[src/rtl/systolic_drain.sv]
// Drains skewed systolic-array rows: deskews lanes, quantizes each lane
// (shift, optional ReLU, saturate) and buffers whole vectors in an FWFT FIFO.
module systolic_drain #(
   parameter int ARRAY_M      = 8,
   parameter int PE_OUT_WIDTH = 19,
   parameter int OUT_WIDTH    = 8,
   parameter int SHIFT_WIDTH  = $clog2(PE_OUT_WIDTH),
   parameter int FIFO_DEPTH   = 32
) (
   input  logic                              clk,
   input  logic                              rst_n,
   input  logic [ARRAY_M*PE_OUT_WIDTH-1:0]   sys_in,
   input  logic                              in_valid,
   input  logic                              in_last,
   input  logic [SHIFT_WIDTH-1:0]            shift,
   input  logic                              relu_en,
   output logic [ARRAY_M*OUT_WIDTH-1:0]      out_data,
   output logic                              out_last,
   output logic                              out_valid,
   input  logic                              out_ready,
   output logic                              stall_req,
   output logic                              overflow,
   input  logic                              clr_err
);

   localparam int PTR_W    = $clog2(FIFO_DEPTH) + 1;
   localparam int AW       = PTR_W - 1;
   localparam int ENTRY_W  = ARRAY_M*OUT_WIDTH + 1;
   localparam int STALL_TH = FIFO_DEPTH - (ARRAY_M + 1);

   localparam logic signed [PE_OUT_WIDTH-1:0] Q_MAX = PE_OUT_WIDTH'((1 << (OUT_WIDTH-1)) - 1);
   localparam logic signed [PE_OUT_WIDTH-1:0] Q_MIN = ~Q_MAX;
   localparam logic [OUT_WIDTH-1:0] SAT_HI = {1'b0, {(OUT_WIDTH-1){1'b1}}};
   localparam logic [OUT_WIDTH-1:0] SAT_LO = {1'b1, {(OUT_WIDTH-1){1'b0}}};

   function automatic logic signed [PE_OUT_WIDTH-1:0] shift_relu(
      input logic signed [PE_OUT_WIDTH-1:0] x,
      input logic [SHIFT_WIDTH-1:0]         sh,
      input logic                           relu
   );
      logic signed [PE_OUT_WIDTH-1:0] v;
      v = x >>> sh;
      if (relu && (v < 0)) v = '0;
      return v;
   endfunction

   function automatic logic [OUT_WIDTH-1:0] saturate(input logic signed [PE_OUT_WIDTH-1:0] v);
      if (v > Q_MAX)      return SAT_HI;
      else if (v < Q_MIN) return SAT_LO;
      else                return v[OUT_WIDTH-1:0];
   endfunction

   // Stage p0..p(M-1): control shift register travelling with the skewed data
   logic                   vld_p   [ARRAY_M];
   logic                   last_p  [ARRAY_M];
   logic                   relu_p  [ARRAY_M];
   logic [SHIFT_WIDTH-1:0] shift_p [ARRAY_M];

   always_ff @(posedge clk or negedge rst_n) begin
      if (!rst_n) begin
         for (int k = 0; k < ARRAY_M; k++) begin
            vld_p[k]   <= 1'b0;
            last_p[k]  <= 1'b0;
            relu_p[k]  <= 1'b0;
            shift_p[k] <= '0;
         end
      end else begin
         vld_p[0]   <= in_valid;
         last_p[0]  <= in_last;
         relu_p[0]  <= relu_en;
         shift_p[0] <= shift;
         for (int k = 1; k < ARRAY_M; k++) begin
            vld_p[k]   <= vld_p[k-1];
            last_p[k]  <= last_p[k-1];
            relu_p[k]  <= relu_p[k-1];
            shift_p[k] <= shift_p[k-1];
         end
      end
   end

   // Lane m arrives m cycles after in_valid, so its qualifier is the control pipe tap m-1
   logic lane_vld [ARRAY_M];
   always_comb begin
      lane_vld[0] = in_valid;
      for (int m = 1; m < ARRAY_M; m++) lane_vld[m] = vld_p[m-1];
   end

   logic signed [PE_OUT_WIDTH-1:0] aligned [ARRAY_M];

   for (genvar m = 0; m < ARRAY_M; m++) begin : g_lane
      localparam int D = ARRAY_M - m;
      logic signed [PE_OUT_WIDTH-1:0] skew_p [D];

      always_ff @(posedge clk or negedge rst_n) begin
         if (!rst_n) begin
            for (int k = 0; k < D; k++) skew_p[k] <= '0;
         end else begin
            skew_p[0] <= lane_vld[m] ? $signed(sys_in[m*PE_OUT_WIDTH +: PE_OUT_WIDTH]) : '0;
            for (int k = 1; k < D; k++) skew_p[k] <= skew_p[k-1];
         end
      end

      assign aligned[m] = skew_p[D-1];
   end

   logic [ARRAY_M*OUT_WIDTH-1:0] q_vec;
   always_comb begin
      q_vec = '0;
      for (int m = 0; m < ARRAY_M; m++)
         q_vec[m*OUT_WIDTH +: OUT_WIDTH] =
            saturate(shift_relu(aligned[m], shift_p[ARRAY_M-1], relu_p[ARRAY_M-1]));
   end

   // Quantize stage: the FIFO entry itself is the quantize register, so the
   // vector is visible at the head one edge after alignment.
   logic [ENTRY_W-1:0] mem [FIFO_DEPTH];
   logic [PTR_W-1:0]   wr_ptr, rd_ptr, wr_next, rd_next, occ_next;
   logic               empty, full, push, pop, wr_en, drop;
   logic [ENTRY_W-1:0] head;

   assign empty    = (wr_ptr == rd_ptr);
   assign full     = (wr_ptr[AW] != rd_ptr[AW]) && (wr_ptr[AW-1:0] == rd_ptr[AW-1:0]);
   assign push     = vld_p[ARRAY_M-1];
   assign pop      = out_valid && out_ready;
   assign wr_en    = push && (!full || pop);
   assign drop     = push && full && !pop;
   assign wr_next  = wr_ptr + PTR_W'(wr_en);
   assign rd_next  = rd_ptr + PTR_W'(pop);
   assign occ_next = wr_next - rd_next;

   always_ff @(posedge clk) begin
      if (wr_en) mem[wr_ptr[AW-1:0]] <= {last_p[ARRAY_M-1], q_vec};
   end

   always_ff @(posedge clk or negedge rst_n) begin
      if (!rst_n) begin
         wr_ptr    <= '0;
         rd_ptr    <= '0;
         stall_req <= 1'b0;
         overflow  <= 1'b0;
      end else begin
         wr_ptr    <= wr_next;
         rd_ptr    <= rd_next;
         stall_req <= (occ_next >= PTR_W'(STALL_TH));
         if (drop)         overflow <= 1'b1;
         else if (clr_err) overflow <= 1'b0;
      end
   end

   // Head is masked while empty so stale memory never shows after reset
   assign head      = mem[rd_ptr[AW-1:0]];
   assign out_valid = !empty;
   assign out_data  = out_valid ? head[ENTRY_W-2:0] : '0;
   assign out_last  = out_valid && head[ENTRY_W-1];

endmodule
[config.mk]
export PLATFORM = sky130hd
export DESIGN_NAME = systolic_drain
export DESIGN_NICKNAME = d
export VERILOG_FILES = /design/src/rtl/systolic_drain.sv
export SDC_FILE = /design/constraint.sdc
export NUM_CORES = 2
export LEC_CHECK = 0
export BUFFER_PORTS_ARGS = -buffer_cell sky130_fd_sc_hd__buf_2
export CAP_MARGIN = 20
export CORE_UTILIZATION = 60
export CTS_CLUSTER_DIAMETER = 100
export CTS_CLUSTER_SIZE = 25
export DETAILED_ROUTE_END_ITERATION = 8
export PLACE_DENSITY = 0.77
export SLEW_MARGIN = 20
export SYNTH_ARGS = -nofsm -noshare
export SYNTH_HDL_FRONTEND = slang
export SYNTH_SLANG_ARGS = --single-unit
[constraint.sdc]
create_clock -name clk -period 8 [get_ports clk]
set_clock_uncertainty 0.05 [all_clocks]
set_input_delay 0.4 -clock clk [delete_from_list [all_inputs] [get_ports clk]]
set_output_delay 0.4 -clock clk [all_outputs]
set_load 0.005 [all_outputs]
Word-level counts from Yosys, hierarchy flattened --
Memories as Yosys holds them, arrays and structs flattened. Cells that the tools add are included.
Word-level totals: bits in registers 762, bits in latches 0, bits in writable memories 2080, memory bits (read-only) 0, logic and storage cells 168, memories 1
Memory list:
- mem | words 32, bits a word 65, read ports 1, clocked after Yosys merged registers in 0, write ports 1, RTL line 116 | logic [ENTRY_W-1:0] mem [FIFO_DEPTH];
Operators by class: $add $sub $neg 3, multipliers 0, div/mod/pow operators 0, magnitude comparators 25, eq/ne operators 3, shift-type cells 8, multiplexer cells 37, bitwise gates (word level) 0, reductions and logical operators 19
Operators with widths (count):
- 2-to-1 mux 19 bit | 16
- greater-than comparator 19 x 8 -> 1 bit (second input constant) | 8
- < comparator 19 x 1 -> 1 bit (second input constant) | 8
- < comparator 19 x 8 -> 1 bit (second input constant) | 8
- >>> shifter 19 x 5 -> 19 bit | 8
- 2-to-1 mux 8 bit | 16
- 2-to-1 mux 64 bit | 1
- logical AND 1 bit | 14
- adder 6 x 1 -> 6 bit | 2
- == test 6 bit | 1
- >= comparator 6 x 5 -> 1 bit (second input constant) | 1
- subtractor 6 bit | 1
- == test 5 bit | 1
- 2-to-1 mux 1 bit | 4
- zero test 1 bit | 3
- nonzero test 2 bit | 1
- logical OR 1 bit | 1
- != test 1 bit | 1

Longest topological paths before layout --
depth after elaboration 8, depth in mapped cells 17, depth with buffers taken out 15

Worst setup path after synthesis --
No wires, ideal clock.
path kind register to register, start register wr_ptr[4], end memory mem[28][0] in the netlist's numbering, enable pin, setup time 489 ps, arrival time 4609 ps, slack 2853 ps, cell stages (with the launch flop) 11, buffers on the path 3, period minus slack after synthesis 5147 ps, cell sequence dfrtp_1 -> clkbuf_1 -> xor2_1 -> nor3_1 -> nand3_1 -> or3_1 -> and2_1 -> clkbuf_1 -> or3b_2 -> clkbuf_1 -> nor2_1
On the way: longest elaborated chain between the ends 7, elaborated cells on any way between the ends 10, those cells by class eq/ne: 2; mux: 2; reduce/logical: 6
RTL lines:
- from (decl) | RTL line 117 | logic [PTR_W-1:0] wr_ptr, rd_ptr, wr_next, rd_next, occ_next;
- from (signal assigned) | RTL line 142 | wr_ptr <= wr_next;
- == test 6 bit or == test 5 bit (tied branches) | RTL line 121, 122
- zero test 1 bit or logical AND 1 bit (tied branches) | RTL line 152, 122
- logical AND 1 bit or zero test 1 bit (tied branches) | RTL line 124, 125
- logical OR 1 bit | RTL line 125 | assign wr_en = push && (!full || pop);
- logical AND 1 bit | RTL line 125
- 2-to-1 mux 1 bit | RTL line 132 | if (wr_en) mem[wr_ptr[AW-1:0]] <= {last_p[ARRAY_M-1], q_vec};
- 2-to-1 mux 1 bit (not written as such) | RTL line 132
- to (decl) | RTL line 116
Several ways; a longest one is shown, not always the timed one.

Worst setup path in the final report --
start register rd_ptr[1], end output port out_data[2]
On the way: longest elaborated chain between the ends 2, elaborated cells on any way between the ends 3, those cells by class eq/ne: 1; mux: 1; memory: 1
RTL lines:
- from (decl) | RTL line 117
- from (signal assigned) | RTL line 143 | rd_ptr <= rd_next;
- memory (32 x 65 bit) or == test 6 bit (tied branches)
- 2-to-1 mux 64 bit (*) | RTL line 153 | assign out_data = out_valid ? head[ENTRY_W-2:0] : '0;
- to (decl) | RTL line 17 | output logic [ARRAY_M*OUT_WIDTH-1:0] out_data,
Every way passes the cells marked *; elsewhere a longest branch is shown, timed or not.

==> metrics.csv <==
stage;metric;value;unit
timing;finalSetupViolCount;0;
timing;setup_slack;2.20;ns
synthesis;synth_area;0.108;mm2
setup_path;critPathRequiredTime;7.55;ns
global_route;grt_pass1_vias;54700;
cells_and_area;nFillCells;11000;
die;die_w;426;um
die;die_h;426;um
pwr;power_density;300;mW/mm2
pwr;combinationalPowerShare;28.9;%
clock_tree;cts.clk_slew.worst_paths;0.10;ns
global_route;grt_pass1_wl;385;mm
cells_and_area;drive_above_1_share;24.4;%
clock_tree;cts_resized;0;
timing;rsz0062_at_grt;false;
pwr;seqPwrFrac;49.9;%
global_route;gr-usage-met1;39.9;%
die;row_count;155;
setup_path;worstPathMaxFanout;108;
place;io_buffers;231;
setup_path;cp_cell_sequence;buf_12 > buf_4 > mux4_2 > mux4_2 > mux2i_1 > nor2_1 > buf_2;
synthesis;synth_fp_nets;5368;
route;post_drt_wl_per_cell;33.5;um
global_route;grt.overflow.total;0;
timing;finalSetupTns;0;ns
setup_path;crit_top_cell;mux4_2;
die;initial_core_util;60.5;%
clock_tree;clk-insertion-delay-late;0.83;ns
route;ant_nets;0;
min_path;min_path_type;in2async;
setup_path;criticalPathCategory;reg2out;
synthesis;synth_edf_count;2080;
route;first_pass_iters;6;
timing;relSlewSlack;17.8;%
setup_path;r2r-start;shift_p[0]$_DFF_PN0_;
clock_tree;clock-sinks;2842;
global_route;antenna_found_initial;8;
synthesis;syn_inst;5194;
timing;worst_pin_slew;1.22;ns
clock_tree;clockBufferDepth;3;
setup_path;cp-start-kind;register;
route;viasPerCell;6.68;
setup_path;cpPeakStageDelay;1.06;ns
setup_path;reg2regPathDepth;8;
synthesis;synth.yosys.seq_area_share;75.6;%
pwr;p_switching;0.0104;W
global_route;use_met3;4.93;%
global_route;grt_util_met2;50.4;%
clock_tree;root_buffer;clkbuf_16;
route;vias;53200;
status;outcome;finished, final reports clean;
die;io_pins;232;
setup_path;reg2reg_setup_slack;2.75;ns
timing;slew_violations;0;
synthesis;synthFlopType;edfxtp_1;
route;postRouteWirelength;267;mm
die;dieArea;0.181;mm2
global_route;top_usage_layer;met2;
place;dp_worst_setup_slack;2.92;ns
clock_tree;cts_tree;yes;
pwr;power.leakage;40.9;nW
timing;finalCritPeriodShare;72.5;%
cells_and_area;post-route-cell-area;0.118;mm2
pwr;pwr-share-clk;21.3;%
place;hpwl;140;mm
pwr;swShare;29.5;%
timing;final_hold_viol_count;0;
pwr;irDropWorstVdd;0.286;mV
synthesis;ys_types;98;
setup_path;end_kind;output pin;
global_route;grt_max_degree;184;
place;place_congestion;0.899;
synthesis;synthArstFlopShare;26.8;%
clock_tree;htree_levels;4;
place;dpl_cell_area;0.112;mm2
job;maxCapViolCount;0;
route;drc_errors;0;
synthesis;avgSynthCellArea;20.8;um2
timing;fin_crit;5.80;ns
clock_tree;numCtsBuffers;133;
synthesis;yosys_warnings;0;
clock_tree;cts_setup_buffers;0;
synthesis;yosysTopAreaCellShare;57.9;%
cells_and_area;final_util;66.0;%
global_route;gr-usage-all-layers;30.1;%
setup_path;reg2reg_to;mem[1][37]$_DFFE_PP_;
route;dr.first_iter.drc_count;7533;
timing;max_freq;172;MHz
pwr;intPower;0.0249;W
clock_tree;postCtsHoldBufs;183;
cells_and_area;synthToLayoutAreaGrowth;9.20;%
setup_path;critPathArrivalTime;5.35;ns
synthesis;yosysTopAreaCell;edfxtp_1;
setup_path;cp_slowest_cell;dfrtp_4;
cells_and_area;final_nets;5745;
die;coreArea;0.178;mm2
synthesis;ys_ff_latch;2842;
synthesis;synthTopCellsByArea;edfxtp_1 (58%), dfrtp_1 (18%), mux4_2 (15%), mux2i_1 (1.9%), and2_1 (0.96%);
-- metrics by stage --
step	std cells	hold WS, ns	power, W
after global placement	7606	0.282	0.0278
after detailed placement	7608	0.285	0.0280
final	7969	0.0454	0.0353
after CTS	7968	0.0202	0.0355
after global routing	7968	0.0597	0.0365
after floorplan	5194	0.0544	0.0245
-- sequential cells by signal (all words and copies together) (netlist names), 6 cells and up --
name / flops
mem: 2080
g_lane.skew_p: 551
aligned: 133
shift_p: 40
last_p: 8
relu_p: 8
lane_vld: 7
rd_ptr: 6
wr_ptr: 6
-- cell families after synthesis --
| logic type | after synthesis | share of synthesized area, % |
|---|---|---|
| multiplexers | 958 | 17.2 |
| AND/OR/NAND/NOR | 654 | 2.99 |
| XOR/XNOR | 19 | 0.154 |
| AO/OA/AOI/OAI | 395 | 2.57 |
| flip-flops | 2842 | 75.6 |
| buffers and inverters | 316 | 1.41 |
| adder cells (fa/ha/maj) | 10 | 0.123 |
-- worst max path at each step --
| stage | endpoint | depth (start not counted) | start | slack (ns) |
|---|---|---|---|---|
| 3_5_place_dp | mem[27][27]$_DFFE_PP_ | 8 | shift_p[0]$_DFF_PN0_ | 2.92 |
| 5_1_grt | out_data[2] | 7 | rd_ptr[1]$_DFF_PN0_ | 2.10 |
| 3_3_place_gp | mem[14][27]$_DFFE_PP_ | 8 | shift_p[0]$_DFF_PN0_ | 3.04 |
| 6_report | out_data[2] | 7 | rd_ptr[1]$_DFF_PN0_ | 2.20 |
| 2_1_floorplan | mem[28][0]$_DFFE_PP_ | 10 | wr_ptr[4]$_DFF_PN0_ | 2.85 |
| 4_1_cts | out_data[2] | 7 | rd_ptr[1]$_DFF_PN0_ | 2.16 |
-- power groups by stage --
stage          Sequential (W)  Clock, W  Combinational [W]
2_1_floorplan          0.0176         0            0.00693
3_3_place_gp           0.0178         0            0.00997
3_5_place_dp           0.0179         0             0.0101
4_1_cts                0.0176   0.00758             0.0103
5_1_grt                0.0177   0.00805             0.0107
6_report               0.0176   0.00751             0.0102
-- cell type report --
class	instances	area (um2)	area share, %
Sequential cell	2842	81600	69.2
Multi-Input combinational cell	2036	25300	21.5
Tap cell	2355	2950	2.50
Timing Repair Buffer	532	4190	3.55
Clock buffer	159	3460	2.94
Inverter	26	100	0.0850
Antenna cell	1	2.50	0.00212
Clock inverter	18	213	0.181
-- cell usage after synthesis, types with 16 or more instances --
| cell type | number |
|---|---|
| edfxtp_1 | 2080 |
| dfrtp_1 | 762 |
| mux4_2 | 701 |
| mux2i_1 | 202 |
| nor2_1 | 198 |
| and2_1 | 165 |
| nand2_1 | 164 |
| clkbuf_1 | 146 |
| o21ai_0 | 71 |
| a21oi_1 | 67 |
| buf_2 | 57 |
| buf_1 | 49 |
| mux2_2 | 47 |
| a21o_1 | 32 |
| a211oi_1 | 27 |
| inv_1 | 22 |
| nand3_1 | 20 |
| nor2b_1 | 20 |
| o21ai_1 | 20 |
| a31oi_1 | 19 |
| buf_6 | 18 |
| o22ai_1 | 16 |
-- cells in the final DEF (no fill, tap or decap), types with 9 or more instances in the layout --
cell	count
mux2_2	47
nand3_1	20
mux4_2	701
nor2b_1	14
a221oi_1	10
dfrtp_1	753
o21ai_0	62
o221ai_1	12
dlygate4sd3_1	183
xor2_1	9
mux2i_1	202
o21ai_4	14
buf_4	93
a22oi_1	11
buf_12	22
clkbuf_16	134
clkbuf_1	24
nand2_1	164
nor3_1	15
nor2_1	163
edfxtp_1	2080
a21oi_1	67
a21o_1	32
nor2_4	33
o211ai_1	15
nand2b_1	15
o22ai_1	16
inv_6	10
a211oi_1	26
buf_2	230
a31oi_1	18
and2_1	165
ha_1	9
xnor2_1	10
inv_1	22
-- layer usage --
metal	up-vias	share of wire (%)
li1	21400	-
met1	28100	36
met2	3159	50
met3	591	9.5
met4	8	4.5
met5	-	0.021
-- critical path: cells and delay by family, from the launching register on --
| kind | cells | cell delay [ns] |
|---|---|---|
| flops | 1 | 1.06 |
| simple gates | 1 | 0.10 |
| mux | 3 | 1.56 |
| buf+inv | 3 | 1.55 |
(Power assumes the default switching activity.)
